### config.mk
export PLATFORM = sky130hd
export DESIGN_NAME = clk_data_serializer
export DESIGN_NICKNAME = d
export VERILOG_FILES = /design/src/rtl/clk_data_serializer.sv
export SDC_FILE = /design/constraint.sdc
export NUM_CORES = 1
export LEC_CHECK = 0
export ABC_AREA = 1
export CAP_MARGIN = 20
export CORE_MARGIN = 2
export CORE_UTILIZATION = 40
export DETAILED_ROUTE_END_ITERATION = 12
export PLACE_DENSITY = 0.79
export SLEW_MARGIN = 30
export SYNTH_ARGS = -nofsm -noshare
export SYNTH_HDL_FRONTEND = slang
export SYNTH_SLANG_ARGS = --single-unit
export TNS_END_PERCENT = 20
### constraint.sdc
create_clock -name clk -period 2.75 [get_ports clk]
set_clock_uncertainty 0.2 [all_clocks]
set_input_delay 0.4125 -clock clk [delete_from_list [all_inputs] [get_ports clk]]
set_output_delay 0.4125 -clock clk [all_outputs]
set_load 0.01 [all_outputs]
### src/rtl/clk_data_serializer.sv
// rtl/clk_data_serializer.sv - MSB-first parallel-to-serial converter with handshake input
// Optional trailing even-parity bit enabled by macro CLK_DATA_SERIALIZER_PARITY_EN.
module clk_data_serializer #(
   parameter int WIDTH = 8
) (
   input  logic             clk,
   input  logic             rst_n,
   input  logic [WIDTH-1:0] in_data,
   input  logic             in_valid,
   output logic             in_ready,
   output logic             data,
   output logic             sof,
   output logic             busy
);

   localparam int CW = $clog2(WIDTH);

`ifdef CLK_DATA_SERIALIZER_PARITY_EN
   typedef enum logic [1:0] {IDLE, SHIFT, PARITY} state_t;
`else
   typedef enum logic [1:0] {IDLE, SHIFT} state_t;
`endif

   state_t           state, state_nx;
   logic [WIDTH-2:0] rem, rem_nx;     // bits still to send; the head bit lives in data_q
   logic [CW-1:0]    cnt, cnt_nx;
   logic             data_q, data_nx;
   logic             sof_q, sof_nx;
   logic             last_bit;
   logic             ready_st;
   logic             accept;
`ifdef CLK_DATA_SERIALIZER_PARITY_EN
   logic             par, par_nx;
`endif

   assign last_bit = (state == SHIFT) && (cnt == CW'(WIDTH - 1));

`ifdef CLK_DATA_SERIALIZER_PARITY_EN
   assign ready_st = (state == IDLE) || (state == PARITY);
`else
   assign ready_st = (state == IDLE) || last_bit;
`endif

   // Ready is forced high while reset is held; reset still wins over any handshake.
   assign in_ready = ready_st | ~rst_n;
   assign accept   = in_valid & ready_st & rst_n;

   always_comb begin
      state_nx = state;
      rem_nx   = rem;
      cnt_nx   = cnt;
      data_nx  = 1'b0;
      sof_nx   = 1'b0;
`ifdef CLK_DATA_SERIALIZER_PARITY_EN
      par_nx   = par;
`endif
      if (accept) begin
         state_nx = SHIFT;
         rem_nx   = in_data[WIDTH-2:0];
         cnt_nx   = '0;
         data_nx  = in_data[WIDTH-1];
         sof_nx   = 1'b1;
`ifdef CLK_DATA_SERIALIZER_PARITY_EN
         par_nx   = ^in_data;
`endif
      end else begin
         case (state)
            SHIFT: begin
               if (last_bit) begin
`ifdef CLK_DATA_SERIALIZER_PARITY_EN
                  state_nx = PARITY;
                  data_nx  = par;
`else
                  state_nx = IDLE;
`endif
               end else begin
                  data_nx = rem[WIDTH-2];
                  rem_nx  = rem << 1;
                  cnt_nx  = cnt + CW'(1);
               end
            end
`ifdef CLK_DATA_SERIALIZER_PARITY_EN
            PARITY:  state_nx = IDLE;
`endif
            default: state_nx = IDLE;
         endcase
      end
   end

   always_ff @(posedge clk) begin
      if (!rst_n) begin
         state  <= IDLE;
         rem    <= '0;
         cnt    <= '0;
         data_q <= 1'b0;
         sof_q  <= 1'b0;
`ifdef CLK_DATA_SERIALIZER_PARITY_EN
         par    <= 1'b0;
`endif
      end else begin
         state  <= state_nx;
         rem    <= rem_nx;
         cnt    <= cnt_nx;
         data_q <= data_nx;
         sof_q  <= sof_nx;
`ifdef CLK_DATA_SERIALIZER_PARITY_EN
         par    <= par_nx;
`endif
      end
   end

   assign data = data_q;
   assign sof  = sof_q;
   assign busy = (state != IDLE);

endmodule

==> results of run 1 <==
==> report_power, final <==
part / switching, mW / internal, mW
registers: 0.00475 / 0.197
logic: 0.0320 / 0.0305
clock network: 0.0612 / 0.0562
total: 0.0980 / 0.284
==> sequential cells by signal (all words and copies together) (netlist names) <==
register  cells
cnt           3
data          1
rem           7
sof           1
state         1
==> layout make-up <==
cell class / count / area, um^2 / share of cell area, %
sequential: 13 / 260 / 33.4
inverter: 9 / 33.8 / 4.34
multi-input combinational: 59 / 290 / 37.3
timing repair buffer: 15 / 148 / 19.0
tap: 16 / 20.0 / 2.57
clock buffer: 4 / 26.3 / 3.38
==> worst min-delay path, stage by stage, from the launching register on <==
cell     delay (ns)
dfxtp_1        0.31
nand2_1        0.06
o21ai_1        0.05
==> cell usage in the layout, fill, tap and decap left out <==
cell type and instances:
a21oi_1 3, buf_4 1, clkbuf_1 1, clkbuf_4 3
clkdlybuf4s50_1 14, dfxtp_1 13, ha_1 2, inv_1 5
inv_2 4, nand2_1 24, nand2_2 1, nand2_4 1
nand3_1 1, nand4_1 7, nor2_1 17, o21ai_1 1
o21ai_4 1, xor2_1 1
==> worst paths after layout <==
check / to / cells after the start / slack, ns / start
worst max-delay path: in_ready / 7 / 0.24 / cnt[0]
worst min-delay path: rem[0] / 2 / 0.27 / rem[0]
worst max register to register: rem[2] / 9 / 1.17 / cnt[0]
worst min register to register: rem[0] / 2 / 0.27 / rem[0]
==> logic make-up (layout without fill, tap and decap cells) <==
| logic type | after synthesis | count (layout) | share of synthesized area [%] |
|---|---|---|---|
| XOR/XNOR | 1 | 1 | 1.43 |
| flip-flops | 13 | 13 | 42.4 |
| buffers and inverters | 12 | 28 | 10.4 |
| AND/OR/NAND/NOR | 51 | 51 | 35.8 |
| adder cells (fa/ha/maj) | 2 | 2 | 4.07 |
| AO/OA/AOI/OAI | 5 | 5 | 5.91 |
==> per-layer routing <==
| metal | wire (um) | share of wire, % | track usage (%) | vias to the layer above |
|---|---|---|---|---|
| met2 | 580 | 49 | 23.0 | 15 |
| met1 | 520 | 44 | 17.0 | 255 |
| li1 | - | - | - | 297 |
| met5 | 0 | 0 | 0 | - |
| met4 | 22 | 1.9 | 10.9 | 0 |
| met3 | 52 | 4.4 | 2.55 | 4 |
==> per-stage QoR <==
stage / instances / utilization [%] / total power, mW / cell area (um^2) / setup WS (ns)
2_1_floorplan: 84 / - / 0.244 / 614 / 1.11
3_3_place_gp: 112 / 51.1 / 0.268 / 752 / 0.590
3_5_place_dp: 112 / 51.1 / 0.268 / 752 / 0.537
4_1_cts: 116 / 52.9 / 0.385 / 778 / 0.214
5_1_grt: 116 / 52.9 / 0.399 / 778 / 0.135
6_report: 116 / 52.9 / 0.382 / 778 / 0.236
==> synthesized netlist by cell type <==
library cell   n
nand2_1       24
buf_8          1
inv_2          4
nand2_2        1
nand3_1        1
o21ai_1        1
nand2_4        1
nor2_1        17
ha_1           2
o21ai_4        1
dfxtp_1       13
buf_4          2
xor2_1         1
a21oi_1        3
inv_1          5
nand4_1        7
==> summary.md, run 1 <==
| Metric | Value |
|---|---|
| Element type at the critical path start | flop |
| Leak Pwr | 0.342 nW |
| Clk root buf | clkbuf_4 |
| CP max stage delay | 0.48 ns |
| Slew @ Worst Pin | 0.310 ns |
| Critical path data required time | 2.14 ns |
| Drt via density | 4.92 |
| DRC viols | 0 |
| CP cell instances | ha_1 -> ha_1 -> inv_2 -> nand2_4 -> inv_2 -> nand2_1 -> clkdlybuf4s50_1 |
| Period minus WS final | 2.51 ns |
| # resized after CTS | 0 |
| DR WL/cell | 10.1 um |
| Final #Nets | 114 |
| Cells after Synth | 84 |
| First-pass GRT wire length | 1.95 mm |
| Initial antenna violation count | 0 |
| Vias in the first global route | 483 |
| Cell taking the most area after synthesis | dfxtp_1 |
| Row cnt | 14 |
| Clock slew at reported path FFs | 0.08 ns |
| Power Density | 491 nW/um^2 |
| Total congestion overflow | 0 |
| Setup bufs post-CTS | 0 |
| CTS tree | built |
| Fillcell total | 152 |
| CTS H-tree depth | 1 |
| DR iter-0 viols | 22 |
| Fin crit share | 91.4% |
| Core Area | 1470 um^2 |
| Initial Util | 41.8% |
| Sequential share of the synthesized area | 42.4% |
| Final Hold Viols | 0 |
| Die area | 1870 um^2 |
| Die X | 43.2 um |
| Vias | 571 |
| Synth unique cells | 16 |
| Status | finished, final reports clean |
| Setup Viol. Count Final | 0 |
| DR pass1 iterations | 4 |
| Synth top area share | 42.4% |
| Crit path buffers/inverters | 3 |
| Clock Path Buffers | 2 |
| Share of post-route cells with drive strength above 1 | 11.0% |
| Antenna diode count | 0 |
| Crit-path max FO | 15 |
| Hold WS | 0.268 ns |
| Synthesized net count | 97 |
| Avg Cell Area, Syn | 7.31 um^2 |
| Synth top area cells | dfxtp_1 (42%), nand2_1 (15%), nor2_1 (10%), nand4_1 (7.1%), ha_1 (4.1%) |
| Die Ht | 43.2 um |
| Max Clk Rate | 0.398 GHz |
| Rel. slew slack | 79.3% |
| Final RePlAce weighted congestion | 0.818 |
| CP Class | flop to primary output |
| Final HPWL DP | 895 um |
| Critical Path Sink Type | primary output |
| Pins Over Slew Limit | 0 |
| Largest net degree at the start of global routing | 16 |
| Area added between synthesis and finish | 26.7% |
| Num Clock Sinks | 13 |
| Clock buffer count from CTS | 3 |
| Total GRT Usage | 14.5% |
| Top delay family on crit path | buffers and inverters |
| Synth warn | 0 |
| CP Data Arrival Time | 1.90 ns |
| Clk Latency, worst-skew pair | 0.28 ns |
| Post-route antenna net violation count | 0 |
| Area of the mapped netlist | 614 um^2 |
| Worst hold path type | flop to flop |
| Slowest CP cell | clkdlybuf4s50_1 |
| Detailed-route wire length | 1.18 mm |
| # IOs | 15 |
| Worst VDD drop | 0.286 mV |
| Port bufs | 14 |
| Seq cells post-synth | 13 |
| Max-capacitance violation count | 0 |
| Hold_buf cts | 0 |
| Setup TNS | 0 ns |
| RSZ-0062 raised after global routing | false |
Note: power is estimated with default switching activity, not from simulation.
==> run 2, diff against run 1 <==
--- a/config.mk
+++ b/config.mk
@@ -7,7 +7,7 @@
 export LEC_CHECK = 0
 export ABC_AREA = 1
 export CAP_MARGIN = 20
-export CORE_MARGIN = 2
+export CORE_MARGIN = 5
 export CORE_UTILIZATION = 40
 export DETAILED_ROUTE_END_ITERATION = 12
 export PLACE_DENSITY = 0.79
==> summary.md, run 2 (same netlist as run 1, synthesis figures left out) <==
| Metric | Value |
|---|---|
| Rel. slew slack | 80.0% (was 79.3%) |
| Post-DP Area | 752 um^2 (unchanged) |
| # IOs | 15 (unchanged) |
| Fin crit share | 92.2% (was 91.4%) |
| Die Ht | 49.2 um (was 43.2 um) |
| Max-capacitance violation count | 0 (unchanged) |
| Initial Util | 41.3% (was 41.8%) |
| Post-route antenna net violation count | 0 (unchanged) |
| Biggest regs | rem: 7 flops, cnt: 3 flops (unchanged) |
| Slew @ Worst Pin | 0.299 ns (was 0.310 ns) |
| Leak Pwr | 0.342 nW (unchanged) |
| Final Hold Viols | 0 (unchanged) |
| Final RePlAce weighted congestion | 0.821 (was 0.818) |
| Slowest CP cell | clkdlybuf4s50_1 (unchanged) |
| Row cnt | 14 (unchanged) |
| Num Clock Sinks | 13 (unchanged) |
| # resized after CTS | 0 (unchanged) |
| DR pass1 iterations | 4 (unchanged) |
| CTS H-tree depth | 1 (unchanged) |
| Setup ws final | 0.213 ns (was 0.236 ns) |
| Dpl ws | 0.510 ns (was 0.537 ns) |
| Core Area | 1490 um^2 (was 1470 um^2) |
| Detailed-route wire length | 1.24 mm (was 1.18 mm) |
| R2R depth | 9 (unchanged) |
| Initial antenna violation count | 0 (unchanged) |
| Status | finished, final reports clean (unchanged) |
| Max FFs per register | 7 (unchanged) |
| Clk root buf | clkbuf_4 (unchanged) |
| Final #Nets | 114 (unchanged) |
| Power Density | 492 nW/um^2 (was 491 nW/um^2) |
| Critical Path Sink Type | primary output (unchanged) |
| Commonest non-fill, non-tap cell in the layout | nand2_1 (unchanged) |
| First-pass GRT wire length | 2.19 mm (was 1.95 mm) |
| Final HPWL DP | 905 um (was 895 um) |
| Drt via density | 4.82 (was 4.92) |
| Largest net degree at the start of global routing | 16 (unchanged) |
| Hold_buf cts | 0 (unchanged) |
| Clock buffer count from CTS | 3 (unchanged) |
| CTS tree | built (unchanged) |
| Max Clk Rate | 0.394 GHz (was 0.398 GHz) |
| Clock slew at reported path FFs | 0.08 ns (about the same) |
| Most frequent cells in the layout | nand2_1 (24), nor2_1 (17), clkdlybuf4s50_1 (14) (unchanged) |
| Hold Path Cell Cnt | 2 (unchanged) |
| Setup Viol. Count Final | 0 (unchanged) |
| Area added between synthesis and finish | 26.7% (unchanged) |
| DRC viols | 0 (unchanged) |
| Die area | 2420 um^2 (was 1870 um^2) |
| Element type at the critical path start | flop (unchanged) |
| Setup bufs post-CTS | 0 (unchanged) |
| Share of post-route cells with drive strength above 1 | 11.0% (unchanged) |
| Vias | 559 (was 571) |
| Total GRT Usage | 11.6% (was 14.5%) |
| Die X | 49.2 um (was 43.2 um) |
| CP Data Arrival Time | 1.92 ns (was 1.90 ns) |
| Hold WS | 0.269 ns (was 0.268 ns) |
| CP Class | flop to primary output (unchanged) |
| CP max stage delay | 0.48 ns (about the same) |
| Design Area, Final | 778 um^2 (unchanged) |
| Largest reg by FF count | rem (unchanged) |
| Crit-path max FO | 15 (unchanged) |
| Total congestion overflow | 0 (unchanged) |
| Period minus WS final | 2.54 ns (was 2.51 ns) |
| Antenna diode count | 0 (unchanged) |
| Setup TNS | 0 ns (unchanged) |
| Pins Over Slew Limit | 0 (unchanged) |
| RSZ-0062 raised after global routing | false (unchanged) |
| DR iter-0 viols | 5 (was 22) |
| Clock Path Buffers | 2 (unchanged) |
| Vias in the first global route | 524 (was 483) |
| DR WL/cell | 10.7 um (was 10.1 um) |
| Port bufs | 14 (unchanged) |
| Clk Latency, worst-skew pair | 0.28 ns (about the same) |
| Worst VDD drop | 0.352 mV (was 0.286 mV) |
| Worst hold path type | flop to flop (unchanged) |
| Critical path data required time | 2.14 ns (about the same) |
| CP cell instances | ha_1 -> ha_1 -> inv_2 -> nand2_4 -> inv_2 -> nand2_1 -> clkdlybuf4s50_1 (unchanged) |
| Post-layout total power | 0.383 mW (was 0.382 mW) |
==> run 2: cell counts in the layout (fill, tap and decap cells not counted) <==
Identical to the previous run, type by type.
==> run 2: worst paths after layout <==
kind / startpoint / to / slack [ns]
min: rem[0] / rem[0] / 0.27
max: cnt[0] / in_ready / 0.21
max reg2reg: cnt[0] / rem[2] / 1.15
min reg2reg: rem[0] / rem[0] / 0.27
==> run 2: layer usage <==
layer	vias up	routed length, um	global-route usage [%]
met5	-	0	0
met4	0	9	4.04
met3	2	99	6.42
met2	18	570	17.8
met1	243	555	13.4
li1	296	-	-
==> run 2: final cells by class <==
type	instances	area, um^2
Timing Repair Buffer	15	148
Fill cell	157	711
Clock buffer	4	26.3
Sequential cell	13	260
Tap cell	16	20.0
Multi-Input combinational cell	59	290
Inverter	9	33.8
==> run 2: metrics by stage <==
| step | utilization (%) | std cells |
|---|---|---|
| 2_1_floorplan | - | 84 |
| 3_3_place_gp | 50.5 | 112 |
| 3_5_place_dp | 50.5 | 112 |
| 4_1_cts | 52.3 | 116 |
| 5_1_grt | 52.3 | 116 |
| 6_report | 52.3 | 116 |
==> run 2: critical path, delay by kind of cell (launching register included) <==
family	cells	cell delay, ns
simple gates	2	0.20
fa+ha+maj	2	0.40
flops	1	0.33
buf+inv	3	0.71
==> run 2: power breakdown <==
| part | switching (mW) | internal, mW |
|---|---|---|
| sequential | 0.00484 | 0.197 |
| combinational | 0.0322 | 0.0304 |
| clock | 0.0624 | 0.0563 |
| total | 0.0995 | 0.284 |
==> run 3, diff against run 2 <==
--- a/config.mk
+++ b/config.mk
@@ -9,9 +9,10 @@
 export CAP_MARGIN = 20
 export CORE_MARGIN = 5
 export CORE_UTILIZATION = 40
+export CTS_BUF_LIST = sky130_fd_sc_hd__clkbuf_4
 export DETAILED_ROUTE_END_ITERATION = 12
 export PLACE_DENSITY = 0.79
-export SLEW_MARGIN = 30
+export SLEW_MARGIN = 20
 export SYNTH_ARGS = -nofsm -noshare
 export SYNTH_HDL_FRONTEND = slang
 export SYNTH_SLANG_ARGS = --single-unit
==> summary.md, run 3 (same netlist as run 1, synthesis figures left out) <==
| Metric | Value |
|---|---|
| Met1 Usage GRT | 13.4% (unchanged) |
| CP Data Arrival Time | 1.92 ns (about the same) |
| Core Area | 1490 um^2 (unchanged) |
| Pins Over Slew Limit | 0 (unchanged) |
| Setup Viol. Count Final | 0 (unchanged) |
| Slowest CP cell | clkdlybuf4s50_1 (unchanged) |
| Status | finished, final reports clean (unchanged) |
| Leak Pwr | 0.345 nW (was 0.342 nW) |
| Post-layout total power | 0.393 mW (was 0.383 mW) |
| DR pass1 iterations | 4 (unchanged) |
| Setup bufs post-CTS | 0 (unchanged) |
| Vias in the first global route | 524 (unchanged) |
| Antenna diode count | 0 (unchanged) |
| Final Hold Viols | 0 (unchanged) |
| Total GRT Usage | 11.6% (unchanged) |
| # IOs | 15 (unchanged) |
| Biggest regs | rem: 7 flops, cnt: 3 flops (unchanged) |
| Num Clock Sinks | 13 (unchanged) |
| Area added between synthesis and finish | 27.3% (was 26.7%) |
| Worst hold path type | flop to flop (unchanged) |
| Share of post-route cells with drive strength above 1 | 12.0% (was 11.0%) |
| Worst VDD drop | 0.352 mV (about the same) |
| Clk root buf | clkbuf_4 (unchanged) |
| Crit-path max FO | 15 (unchanged) |
| CP cell instances | ha_1 -> ha_1 -> inv_2 -> nand2_4 -> inv_2 -> nand2_1 -> clkdlybuf4s50_1 (unchanged) |
| Detailed-route wire length | 1.24 mm (unchanged) |
| DRC viols | 0 (unchanged) |
| DR iter-0 viols | 5 (unchanged) |
| # resized after CTS | 0 (unchanged) |
| Power Density | 503 nW/um^2 (was 492 nW/um^2) |
| Clock slew at reported path FFs | 0.08 ns (about the same) |
| Setup ws final | 0.213 ns (unchanged) |
| Largest net degree at the start of global routing | 16 (unchanged) |
| Commonest non-fill, non-tap cell in the layout | nand2_1 (unchanged) |
| Final RePlAce weighted congestion | 0.821 (unchanged) |
| Clock buffer count from CTS | 3 (unchanged) |
| Max-capacitance violation count | 0 (unchanged) |
| Die Ht | 49.2 um (unchanged) |
| RSZ-0062 raised after global routing | false (unchanged) |
| Final #Nets | 114 (unchanged) |
| DR WL/cell | 10.7 um (unchanged) |
| Drt via density | 4.82 (unchanged) |
| Initial Util | 41.3% (unchanged) |
| Vias | 559 (unchanged) |
| Rel. slew slack | 80.0% (unchanged) |
| CP max stage delay | 0.48 ns (about the same) |
| Clock Path Buffers | 2 (unchanged) |
| Dpl ws | 0.510 ns (unchanged) |
| Die area | 2420 um^2 (unchanged) |
| Slew @ Worst Pin | 0.299 ns (unchanged) |
| Fillcell total | 155 (was 157) |
| Fin crit share | 92.2% (unchanged) |
| Port bufs | 14 (unchanged) |
| Max FFs per register | 7 (unchanged) |
| Die X | 49.2 um (unchanged) |
| Total congestion overflow | 0 (unchanged) |
| CTS H-tree depth | 1 (unchanged) |
| GRT met2 Usage | 17.8% (unchanged) |
| CTS tree | built (unchanged) |
| Global routing's busiest layer | met2 (unchanged) |
| Most frequent cells in the layout | nand2_1 (24), nor2_1 (17), clkdlybuf4s50_1 (14) (unchanged) |
| Period minus WS final | 2.54 ns (unchanged) |
| Met3 usage | 6.42% (unchanged) |
| Row cnt | 14 (unchanged) |
| Post-route antenna net violation count | 0 (unchanged) |
| Initial antenna violation count | 0 (unchanged) |
| Crit path buffers/inverters | 3 (unchanged) |
| Largest reg by FF count | rem (unchanged) |
| Critical path data required time | 2.14 ns (about the same) |
| Final HPWL DP | 905 um (unchanged) |
| Critical Path Sink Type | primary output (unchanged) |
| Max Clk Rate | 0.394 GHz (unchanged) |
| Hold_buf cts | 0 (unchanged) |
| CP Class | flop to primary output (unchanged) |
| First-pass GRT wire length | 2.19 mm (unchanged) |
| Setup TNS | 0 ns (unchanged) |
| Clk Latency, worst-skew pair | 0.28 ns (about the same) |
| Top delay family on crit path | buffers and inverters (unchanged) |
| Element type at the critical path start | flop (unchanged) |
## run 3: changes by cell type in the layout (fill, tap and decap cells not counted)
cell	before	now
clkbuf_4	3	4
clkbuf_1	1	0
## run 3: layout make-up
class | instances | area [um^2] | share of cell area, %
tap | 16 | 20.0 | 2.56
multi-input combinational | 59 | 290 | 37.1
clock buffer | 4 | 30.0 | 3.84
timing repair buffer | 15 | 148 | 18.9
sequential | 13 | 260 | 33.3
inverter | 9 | 33.8 | 4.32
## run 3: worst paths after layout
kind / startpoint / endpoint / slack, ns / cells after the start
setup / recovery: cnt[0] / in_ready / 0.21 / 7
hold / removal: rem[0] / rem[0] / 0.27 / 2
setup reg to reg: cnt[0] / rem[2] / 1.15 / 9
hold reg to reg: rem[0] / rem[0] / 0.27 / 2
## run 3: layer usage
metal  routed length, um  part of all wire (%)
met1                 555                    45
met2                 570                    46
met4                   9                  0.73
met5                   0                     0
met3                  99                   8.0
## run 3: power by group
part	switching [mW]	internal [mW]
clock network	0.0625	0.0662
logic	0.0322	0.0304
registers	0.00484	0.197
total	0.0996	0.294
## run 3: worst min-delay path: stages (launching register included)
cell and delay, ns:
dfxtp_1 0.32, nand2_1 0.06, o21ai_1 0.05
## run 3: per-stage QoR
step / hold WS, ns / util (%) / cells / instance area [um^2]
5_1_grt: 0.303 / 52.5 / 116 / 782
4_1_cts: 0.274 / 52.5 / 116 / 782
3_5_place_dp: 0.259 / 50.5 / 112 / 752
3_3_place_gp: 0.258 / 50.5 / 112 / 752
6_report: 0.269 / 52.5 / 116 / 782
2_1_floorplan: 0.236 / - / 84 / 614
